<file path="config.mk">
export PLATFORM = sky130hd
export DESIGN_NAME = dem_4bit_btn
export DESIGN_NICKNAME = d
export VERILOG_FILES = /design/src/rtl/dem_pkg.sv /design/src/rtl/dem_4bit_btn_chia_xung.sv /design/src/rtl/dem_4bit_btn.sv
export SDC_FILE = /design/constraint.sdc
export NUM_CORES = 1
export LEC_CHECK = 0
export BUFFER_PORTS_ARGS = -buffer_cell sky130_fd_sc_hd__buf_4
export CORE_ASPECT_RATIO = 0.6
export CORE_MARGIN = 1
export CORE_UTILIZATION = 60
export DETAILED_ROUTE_END_ITERATION = 6
export PLACE_DENSITY = 0.77
export SYNTH_ARGS = -nofsm -noshare
export SYNTH_HDL_FRONTEND = slang
export SYNTH_SLANG_ARGS = --single-unit
</file>
<file path="constraint.sdc">
create_clock -name ckht -period 3.7 [get_ports ckht]
set_input_delay 0.555 -clock ckht [delete_from_list [all_inputs] [get_ports ckht]]
set_output_delay 0.555 -clock ckht [all_outputs]
set_load 0.03 [all_outputs]
</file>
<file path="src/rtl/dem_pkg.sv">
// Shared definitions for the button-driven 4-bit counter: FSM state encoding,
// hex-to-7-segment patterns and the wrap-around step helpers.
package dem_pkg;

  typedef enum logic [1:0] {
    MANUAL = 2'd0,
    AUTO   = 2'd1,
    PAUSE  = 2'd2
  } state_t;

  // Active-low {g,f,e,d,c,b,a}; entry 15 first, entry 0 last.
  localparam logic [15:0][6:0] SEG_LUT = {
    7'h0E, 7'h06, 7'h21, 7'h46, 7'h03, 7'h08, 7'h10, 7'h00,
    7'h78, 7'h02, 7'h12, 7'h19, 7'h30, 7'h24, 7'h79, 7'h40
  };

  localparam logic [6:0] SEG_RESET = 7'b1000000;

  function automatic logic [3:0] wrap_inc(input logic [3:0] v, input logic [3:0] max);
    return (v >= max) ? 4'd0 : v + 4'd1;
  endfunction

  function automatic logic [3:0] wrap_dec(input logic [3:0] v, input logic [3:0] max);
    return (v == 4'd0 || v > max) ? max : v - 4'd1;
  endfunction

endpackage

</file>
<file path="src/rtl/dem_4bit_btn_chia_xung.sv">
// Prescaler for the auto-count mode: counts 0..DIV-1 while enabled and flags
// a single-cycle tick on the last count; clr forces it back to 0.
module chia_xung #(
  parameter int DIV = 50_000_000
) (
  input  logic ckht,
  input  logic rst_n,
  input  logic clr,
  input  logic en,
  output logic tick
);

  localparam int W = (DIV > 1) ? $clog2(DIV) : 1;
  localparam logic [W-1:0] LAST = W'(DIV - 1);

  logic [W-1:0] cnt_reg;

  always_ff @(posedge ckht or negedge rst_n) begin
    if (!rst_n) begin
      cnt_reg <= '0;
    end else if (clr) begin
      cnt_reg <= '0;
    end else if (en) begin
      cnt_reg <= (cnt_reg == LAST) ? '0 : cnt_reg + 1'b1;
    end
  end

  // Compare uses only the registered count, so tick has no path from the buttons.
  assign tick = en && (cnt_reg == LAST);

endmodule

</file>
<file path="src/rtl/dem_4bit_btn.sv">
// Button-driven 4-bit wrap-around counter with MANUAL/AUTO/PAUSE modes.
// Optional registered 7-segment output enabled by defining DEM_SEG7_EN.
module dem_4bit_btn
  import dem_pkg::*;
#(
  parameter int MAX = 15,
  parameter int DIV = 50_000_000
) (
  input  logic       ckht,
  input  logic       rst_n,
  input  logic       btn_up,
  input  logic       btn_dn,
  input  logic       btn_mode,
  output logic [3:0] q,
  output logic       auto_on,
  output logic       dir_dn
`ifdef DEM_SEG7_EN
  ,
  output logic [6:0] seg
`endif
);

  localparam logic [3:0] MAX_Q = 4'(MAX);

  state_t     state_reg, state_next;
  logic [3:0] q_reg, q_next;
  logic       dir_reg, dir_next;
  logic       tick;
  logic       up_only, dn_only;

  chia_xung #(.DIV(DIV)) u_chia_xung (
    .ckht  (ckht),
    .rst_n (rst_n),
    .clr   (state_reg == MANUAL),
    .en    (state_reg == AUTO),
    .tick  (tick)
  );

  assign up_only = btn_up && !btn_dn;
  assign dn_only = btn_dn && !btn_up;

  always_ff @(posedge ckht or negedge rst_n) begin
    if (!rst_n) begin
      state_reg <= MANUAL;
      q_reg     <= 4'd0;
      dir_reg   <= 1'b0;
    end else begin
      state_reg <= state_next;
      q_reg     <= q_next;
      dir_reg   <= dir_next;
    end
  end

  // A mode pulse wins over everything else in its cycle: no step, no direction change.
  always_comb begin
    state_next = state_reg;
    q_next     = q_reg;
    dir_next   = dir_reg;
    if (btn_mode) begin
      case (state_reg)
        MANUAL:  state_next = AUTO;
        AUTO:    state_next = PAUSE;
        default: state_next = MANUAL;
      endcase
    end else begin
      case (state_reg)
        MANUAL: begin
          if (up_only) q_next = wrap_inc(q_reg, MAX_Q);
          else if (dn_only) q_next = wrap_dec(q_reg, MAX_Q);
        end
        AUTO: begin
          if (tick) q_next = dir_reg ? wrap_dec(q_reg, MAX_Q) : wrap_inc(q_reg, MAX_Q);
          if (up_only) dir_next = 1'b0;
          else if (dn_only) dir_next = 1'b1;
        end
        PAUSE: ;
        default: state_next = MANUAL;
      endcase
    end
  end

  assign q       = q_reg;
  assign auto_on = (state_reg == AUTO);
  assign dir_dn  = dir_reg;

`ifdef DEM_SEG7_EN
  logic [6:0] seg_reg;

  always_ff @(posedge ckht or negedge rst_n) begin
    if (!rst_n) seg_reg <= SEG_RESET;
    else        seg_reg <= SEG_LUT[q_reg];
  end

  assign seg = seg_reg;
`endif

endmodule

</file>
# == Yosys cells after proc, flatten, opt, wreduce, memory -nomap -nowiden ==
# Cells that the tools add are included.
# totals
out_inout_bits,6
in_bits,5
regBits,33
word_cells,44
# op_classes
eq_ne,6
n_mux,15
order_cmp,2
n_addsub,3
bitwise_logic,1
reduce_logical,13
# op_table
cell,count
$mux 26,3
$add 26x1->26 const B,1
$eq 26x26->1 const B,1
$mux 4,6
$pmux 4 s2,1
$add 4x1->4 const B,1
$ge 4x4->1 const B,1
$gt 4x4->1 const B,1
$logic_not 4->1,1
$mux 2,2
$pmux 2 s2,1
$reduce_and 4->1,1
$reduce_bool 2->1,2
$sub 4x1->4 const B,1
$logic_and 1x1->1,3
$ne 3x3->1 const B,1
$reduce_and 3->1,1
$reduce_or 3->1,1
$eq 2x1->1 const B,1
$eq 2x2->1 const B,1
$logic_not 1->1,2
$logic_not 2->1,1
$mux 1,2
$ne 2x1->1 const B,1
other kinds (3),3

# == Longest topological paths before layout ==
# Gate-level depths: netlist of the first run.
# depth
depth_word,6
mapped_depth,8
ltp_nobuf,7

# == Cells and area by module ==
# A second synthesis of the first run with hierarchy kept.
# hier_totals
hier_cells,225
area_unflattened_um2,2033.2
# modules_own_cells
module,seq_area_each_um2,cells_per_inst,area_each_um2,n_inst
chia_xung,650.6,173,1551.5,1
dem_4bit_btn,175.2,52,481.7,1

# == Worst setup path before layout of the first run ==
# OpenSTA, ideal clock, no wires.
# synth_timing
path_kind,reg2reg
from,register u_chia_xung.cnt_reg[0]
to,register u_chia_xung.cnt_reg[20]
t_required_ps,3571
slack_ps,1988
path_buffers,0
stages_incl_launch_ff,7
t_arrival_ps,1583
setup_ps,129
synth_period_minus_slack_ps,1712
cell_sequence,dfrtp_1 -> ha_1 -> inv_1 -> or4_1 -> o21a_1 -> a22oi_1 -> o31ai_1
# synth_between
elab_chain_cells,4
word_cells_on_any_way,5
classes_between,add/sub (1); eq/ne (1); mux (3)
# synth_lines
element,line_no,source
from (decl),dem_4bit_btn_chia_xung.sv:16,logic [W-1:0] cnt_reg;
from (signal assigned),dem_4bit_btn_chia_xung.sv:24,cnt_reg <= (cnt_reg == LAST) ? '0 : cnt_reg + 1'b1;
$add 26x1->26 / $eq 26x26->1 (equally long branches),dem_4bit_btn_chia_xung.sv:24,
$mux 26 *,dem_4bit_btn_chia_xung.sv:24,
$mux 26 *,dem_4bit_btn_chia_xung.sv:23,end else if (en) begin
$mux 26 *,dem_4bit_btn_chia_xung.sv:21,end else if (clr) begin
# Mark *: on every way between the ends. The rest lies on a longest branch, timed or not. The select of a mux whose other input is x is not followed.
# A chain may end at the register's enable or synchronous reset.

# == Final worst setup path of the first run ==
# layout_timing
from,register state_reg[1]
to,output port auto_on
# layout_between
elab_chain_cells,1
# layout_lines
element,line_no,source
from (decl),dem_4bit_btn.sv:25,"state_t state_reg, state_next;"
from (signal assigned),dem_4bit_btn.sv:48,state_reg <= state_next;
$eq 2x1->1,dem_4bit_btn.sv:83,assign auto_on = (state_reg == AUTO);
to (decl),dem_4bit_btn.sv:15,"output logic auto_on,"
# No other way between the ends.

==> results of run 1 <==
[how the worst max path moves through the flow]
| stage | to | from | slack [ps] | cells after the start |
|---|---|---|---|---|
| finish | auto_on | state_reg[1] | 1370 | 3 |
| global route | auto_on | state_reg[1] | 1270 | 3 |
| CTS | auto_on | state_reg[1] | 1360 | 3 |
| detailed placement | q[2] | state_reg[1] | 1440 | 5 |
| global placement | q[2] | state_reg[1] | 1560 | 5 |
| floorplan | u_chia_xung.cnt_reg[20] | u_chia_xung.cnt_reg[0] | 1990 | 6 |
[synthesized netlist by cell type (2+ instances only)]
cell / count / area [sq um]
a21o_1: 2 / 15.0
a21oi_1: 14 / 70.1
a22o_1: 4 / 35.0
a31oi_1: 12 / 75.1
a41oi_1: 5 / 43.8
and3_1: 2 / 12.5
and3_2: 2 / 15.0
and4_2: 3 / 30.0
buf_2: 2 / 10.0
buf_6: 2 / 22.5
clkbuf_1: 2 / 7.51
dfrtp_1: 33 / 826
ha_1: 5 / 62.6
inv_1: 14 / 52.6
mux2i_1: 5 / 50.1
nand2_1: 19 / 71.3
nand2b_1: 6 / 37.5
nand3_1: 18 / 90.1
nand4_1: 4 / 25.0
nand4_2: 2 / 25.0
nor2_1: 14 / 52.6
nor2b_1: 2 / 12.5
nor3_1: 4 / 20.0
nor3b_1: 2 / 15.0
nor4_1: 2 / 12.5
o211ai_1: 3 / 22.5
o21ai_0: 10 / 50.1
o31ai_1: 3 / 22.5
xnor2_1: 3 / 26.3
[power by group]
group          internal [mW]  switching, mW  leakage [nW]
sequential             0.409          0.103         0.446
clock                  0.147          0.118        0.0443
combinational          0.204          0.333         0.449
total                  0.760          0.554         0.939
[worst max-delay path, delay by kind of cell (launching register included)]
family	cells	cell delay, ps
flops	1	840
simple gates	1	350
buf+inv	2	300
[layer usage]
layer,vias to the layer above,part of all wire,track usage
met5,-,0,0
met4,0,0.0068,0.0906
met3,4,0.084,0.0705
met2,83,0.43,0.416
met1,882,0.48,0.410
li1,857,-,-
[cells in the final DEF, fill, tap and decap left out, types with 2 or more instances in the layout]
master	Yosys	layout
clkbuf_8	0	6
nor2b_1	2	2
a21oi_1	14	14
a31oi_1	12	12
o211ai_1	3	3
a22o_1	4	4
buf_4	1	10
xnor2_1	3	3
nor4_1	2	2
a21o_1	2	2
nor3b_1	2	2
a41oi_1	5	5
ha_1	5	5
nor3_1	4	4
dfrtp_1	33	33
inv_1	14	14
nand3_1	18	18
o21ai_0	10	10
nor2_1	14	14
mux2i_1	5	5
nand4_2	2	2
nand4_1	4	4
and4_2	3	3
and3_2	2	2
nand2b_1	6	6
and3_1	2	2
nand2_1	19	19
o31ai_1	3	3
[through the flow]
stage / instance area [sq um] / power (mW)
4_1_cts: 2240 / 1.32
3_3_place_gp: 2150 / 1.02
3_5_place_dp: 2150 / 1.05
2_1_floorplan: 2070 / 0.919
5_1_grt: 2240 / 1.41
6_report: 2240 / 1.31
[area by class of cell]
class | count | area share
multi-input combinational | 168 | 0.509
sequential | 33 | 0.369
clock buffer | 7 | 0.0385
timing repair buffer | 10 | 0.0335
inverter | 15 | 0.0251
tap | 45 | 0.0251
[cell families after synthesis]
family | share of synthesized area
AND/OR/NAND/NOR | 0.269
AO/OA/AOI/OAI | 0.203
flip-flops | 0.399
buffers and inverters | 0.0502
multiplexers | 0.0363
adder cells (fa/ha/maj) | 0.0302
XOR/XNOR | 0.0127
==> impl_metrics.tcl, run 1 <==
set metrics [dict create \
    outcome "complete, but fails checks" \
    violations "DRC" \
    io_pins 11 \
    r2r-end "q[2]" \
    dieArea_sq_um 3700 \
    multi_input_area_sq_um 1140 \
    r2r_cells 5 \
    drtPass1Iterations 7 \
    ff_latch_area_sq_um 826 \
    drtAntennaViolNets 0 \
    largest_reg_flops 26 \
    synth_seq_cells 33 \
    grt_max_degree 34 \
    placed_cells 271 \
    drv_slew 0 \
    ys_types 53 \
    finalCoreUtilization 0.682 \
    max_freq_mhz 429 \
    cts_made_buffers 5 \
    relSlewSlack 0.487 \
    path_class "reg -> out" \
    grt_pass1_vias 1566 \
    whs_ps 203 \
    post-route-period-util 0.630 \
    place.gp.congestion 0.842 \
    cts_root_buf "clkbuf_8" \
    viasPerCell 6.57 \
    setup_violations 0 \
    coreArea_sq_um 3280 \
    cap_viol_max_count 0 \
    cts_tree "done" \
    ys.flop_type "dfrtp_1" \
    fillers 254 \
    drtIter0Drc 277 \
    antenna_found_initial 0 \
    syn_inst 223 \
    io_buffers 10 \
    drc_errors 1 \
    clock_skew_ps 4.46 \
    hold_viol_final 0 \
    stdcell_count 278 \
    synth_warnings 0 \
    start_kind "flop" \
    hp-class "in -> async" \
    synth_area_sq_um 2070 \
    dieHeight_um 47.5 \
    dp_hpwl_mm 3.31 \
    synth_nets 233 \
    ys_seq_area_frac 0.399 \
    crit_required_ps 3140 \
    cp_max_fo 24 \
    grt-ovfl-total 0 \
    dpl_worst_slack_ps 1440 \
    cp_slowest_cell "dfrtp_1" \
    final.setup.tns_ps 0 \
    post_cts_resize_count 0 \
    worstReg2RegStart "state_reg[1]" \
    fp-row-count 16 \
    start_util 0.630 \
    period_minus_slack_ps 2330 \
    slowest_delay_ps 840 \
    antenna_cells 0 \
    finalWirelength_mm 4.73 \
    rrSetupSlack_ps 1430 \
    clock_latency_ps 280 \
    tightest_slew_ps 769 \
    irDropWorstVdd_uv 337 \
    synth-edff-count 0 \
    crit_chain "nand2b_1 > inv_1 > buf_4" \
    die_w_um 77.8 \
    area_growth_pct 8.22 \
    postCtsSetupBuffers 0 \
    post_drt_wl_per_cell_um 17.0 \
    rsz0062_at_grt "no" \
    worst_setup_hold_path_clk_slew_ps 60 \
    setup_slack_ps 1370 \
    avgSynthCellArea_sq_um 9.28 \
    ctsHoldBuffers 0 \
    grt_pass1_wl_mm 7.60 \
    arrival_ps 1780 \
    layout-drive-gt1-share 0.150 \
    powerDensity_nw_per_um2 587 \
    cp-end-kind "primary output" \
    async_flop_share 1.00 \
    htree_levels 2 \
    via_count 1826 \
    clockBufferDepth 2 \
    grt_usage 0.281 \
    p_leak_nw 0.939 \
    numClockSinks 33 \
    final_nets 243 \
]
Power figures use the tool's default switching activity.
==> run 2: changes to the inputs <==
Settings changed: ABC_AREA set to 1.
Clock period 3.7 ns to 2.2 ns, I/O delays scaled along.
==> impl_metrics.tcl, run 2 <==
set metrics [dict create \
    outcome "finished, final reports clean" \
    synth_nets 324 \
    htree_levels 2 \
    top_usage_layer "met1" \
    dieHeight_um 49.0 \
    period_minus_slack_ps 1840 \
    place.gp.congestion 0.826 \
    worst_setup_hold_path_clk_slew_ps 70 \
    syn_inst 314 \
    final_cell_mix "103 x nand2_1, 34 x inv_1, 33 x dfrtp_1" \
    synth-simple-area-share 0.395 \
    synth_area_sq_um 2210 \
    relSlewSlack 0.491 \
    final_common_cell "nand2_1" \
    clock_skew_ps 3.60 \
    cts_root_buf "clkbuf_8" \
    synth_seq_cells 33 \
    dpl-instance-area_sq_um 2320 \
    drv_slew 0 \
    post-route-period-util 0.837 \
    ys_types 30 \
    viasPerCell 5.21 \
    path_class "reg -> reg" \
    crit_required_ps 2430 \
    grt.met2_usage 0.401 \
    synth_most_common_cell "nand2_1" \
    cp_slowest_cell "nor2_1" \
    fin_area_sq_um 2430 \
    clock_latency_ps 290 \
    dp_hpwl_mm 3.32 \
    grt_pass1_vias 1838 \
    cp_max_fo 11 \
    grt_use_met1 0.429 \
    via_count 1949 \
    setup_violations 0 \
    synthTopCellsByCount "103 x nand2_1, 34 x inv_1, 33 x dfrtp_1, 32 x nor2_1, 28 x nand3_1" \
    drtPass1Iterations 4 \
    post_drt_wl_per_cell_um 12.5 \
    die_w_um 80.4 \
    slowest_delay_ps 580 \
    area_growth_pct 10.0 \
    synth-edff-count 0 \
    io_pins 11 \
    cts_tree "done" \
    avgSynthCellArea_sq_um 7.05 \
    p_leak_nw 1.21 \
    crit_buf_inv 0 \
    numClockSinks 33 \
    drc_errors 0 \
    coreArea_sq_um 3380 \
    drtAntennaViolNets 0 \
    grt-ovfl-total 0 \
    muxShareOfSynthArea 0 \
    dieArea_sq_um 3940 \
    gr-usage-met3 0.0673 \
    largest_reg_flops 26 \
    start_kind "flop" \
    fp-row-count 16 \
    synth_area_leaders "dfrtp_1 37%, nand2_1 17%, nand3_1 6.3%" \
    grt_pass1_wl_mm 8.49 \
    drtIter0Drc 127 \
    finalWirelength_mm 4.67 \
    grt_usage 0.286 \
    antenna_found_initial 0 \
    antenna_cells 0 \
    rsz0062_at_grt "no" \
    synth_compound_area_frac 0.0650 \
    cap_viol_max_count 0 \
    synth_warnings 0 \
    start_util 0.654 \
    postCtsSetupBuffers 0 \
    tightest_slew_ps 761 \
    crit_chain "ha_1 > nand3_2 > nor2_1 > nand2_1 > nor2_1 > nor2_1 > nand3_1 > nand2_1" \
    path_delay_family "simple AND/OR/NAND/NOR gates" \
    ys_seq_area_frac 0.373 \
    cp-end-kind "flop" \
    powerDensity_nw_per_um2 859 \
    grt_max_degree 34 \
    synth_fa_ha_area_frac 0.0283 \
    cts_made_buffers 5 \
    hold_viol_final 0 \
    final_nets 338 \
    layout-drive-gt1-share 0.137 \
    max_freq_mhz 543 \
    synth_xor_area_frac 0.0594 \
    ys.flop_type "dfrtp_1" \
    async_flop_share 1.00 \
    io_buffers 10 \
    synth_top_family_by_area "simple AND/OR/NAND/NOR gates" \
    yosys.area.top_type_share 0.373 \
    clockBufferDepth 2 \
    final.setup.tns_ps 0 \
    cpMostUsedCell "nor2_1" \
    hp-class "in -> reg" \
    yosys.area.top_type "dfrtp_1" \
    irDropWorstVdd_uv 714 \
    arrival_ps 2070 \
]
==> run 2: cell types whose count changed in the layout (fill, tap and decap cells not counted), moves of 5 or more <==
cell,change
nand3_1,+10
nor2_1,+18
a31oi_1,-11
nand2b_1,-6
xor2_1,+11
a21oi_1,-14
o21ai_0,+7
inv_1,+20
nand2_1,+84
mux2i_1,-5
a41oi_1,-5
nand2_2,+7
==> run 2: logic make-up (layout without fill, tap and decap cells) <==
logic type / count (synthesis) / after routing
fa+ha+maj: 5 / 5
buf+inv: 43 / 58
compound gates: 26 / 26
simple gates: 192 / 192
xor+xnor: 15 / 15
flops: 33 / 33
==> run 2: per-stage QoR <==
stage | util | total power [mW] | std cells | hold WS (ps) | worst slack, ps
after floorplan | - | 1.36 | 314 | 34.4 | 733
after global placement | 0.687 | 1.56 | 365 | 299 | 468
after detailed placement | 0.687 | 1.58 | 365 | 305 | 376
after CTS | 0.720 | 2.10 | 374 | 301 | 363
after global routing | 0.720 | 2.24 | 374 | 313 | 147
final | 0.720 | 2.09 | 374 | 306 | 360
==> run 2: where the power goes <==
group          internal, mW  switching [mW]
registers             0.683          0.0956
clock network         0.283           0.232
logic                 0.258           0.541
total                  1.22           0.868
==> run 2: timing repair <==
item | 4_1_cts | 5_1_grt
hold buffers | 1 | 0
setup endpoints to repair | 0 | 0
hold endpoints to repair | 22 | 0
resized for setup | 0 | 0
==> run 2: final timing paths <==
path / startpoint / endpoint / slack [ps] / cells after the start
setup reg to reg: u_chia_xung.cnt_reg[0] / u_chia_xung.cnt_reg[19] / 360 / 8
setup / recovery: u_chia_xung.cnt_reg[0] / u_chia_xung.cnt_reg[19] / 360 / 8
min in group asynchronous: rst_n / u_chia_xung.cnt_reg[7] / 520 / 2
hold reg to reg: u_chia_xung.cnt_reg[25] / u_chia_xung.cnt_reg[25] / 530 / 2
max in group asynchronous: rst_n / u_chia_xung.cnt_reg[20] / 1370 / 2
hold / removal: btn_mode / state_reg[0] / 310 / 3
==> run 2: final cells by class <==
type	instances	area, sq um
timing repair buffer	13	100
tap	45	56.3
clock inverter	1	5.00
sequential	33	826
inverter	37	139
multi-input combinational	238	1210
fill	298	948
clock buffer	7	96.3
==> run 2: worst register-to-register path, cell delays in order (launching register included) <==
cell	delay, ps
dfrtp_1	430
ha_1	230
nand3_2	100
nor2_1	50
nand2_1	90
nor2_1	50
nor2_1	580
nand3_1	150
nand2_1	100
==> run 2: routing by layer <==
layer	part of all wire	wire length, um
met1	0.52	2430
met2	0.40	1860
met3	0.069	323
met4	0.010	48
met5	0	0
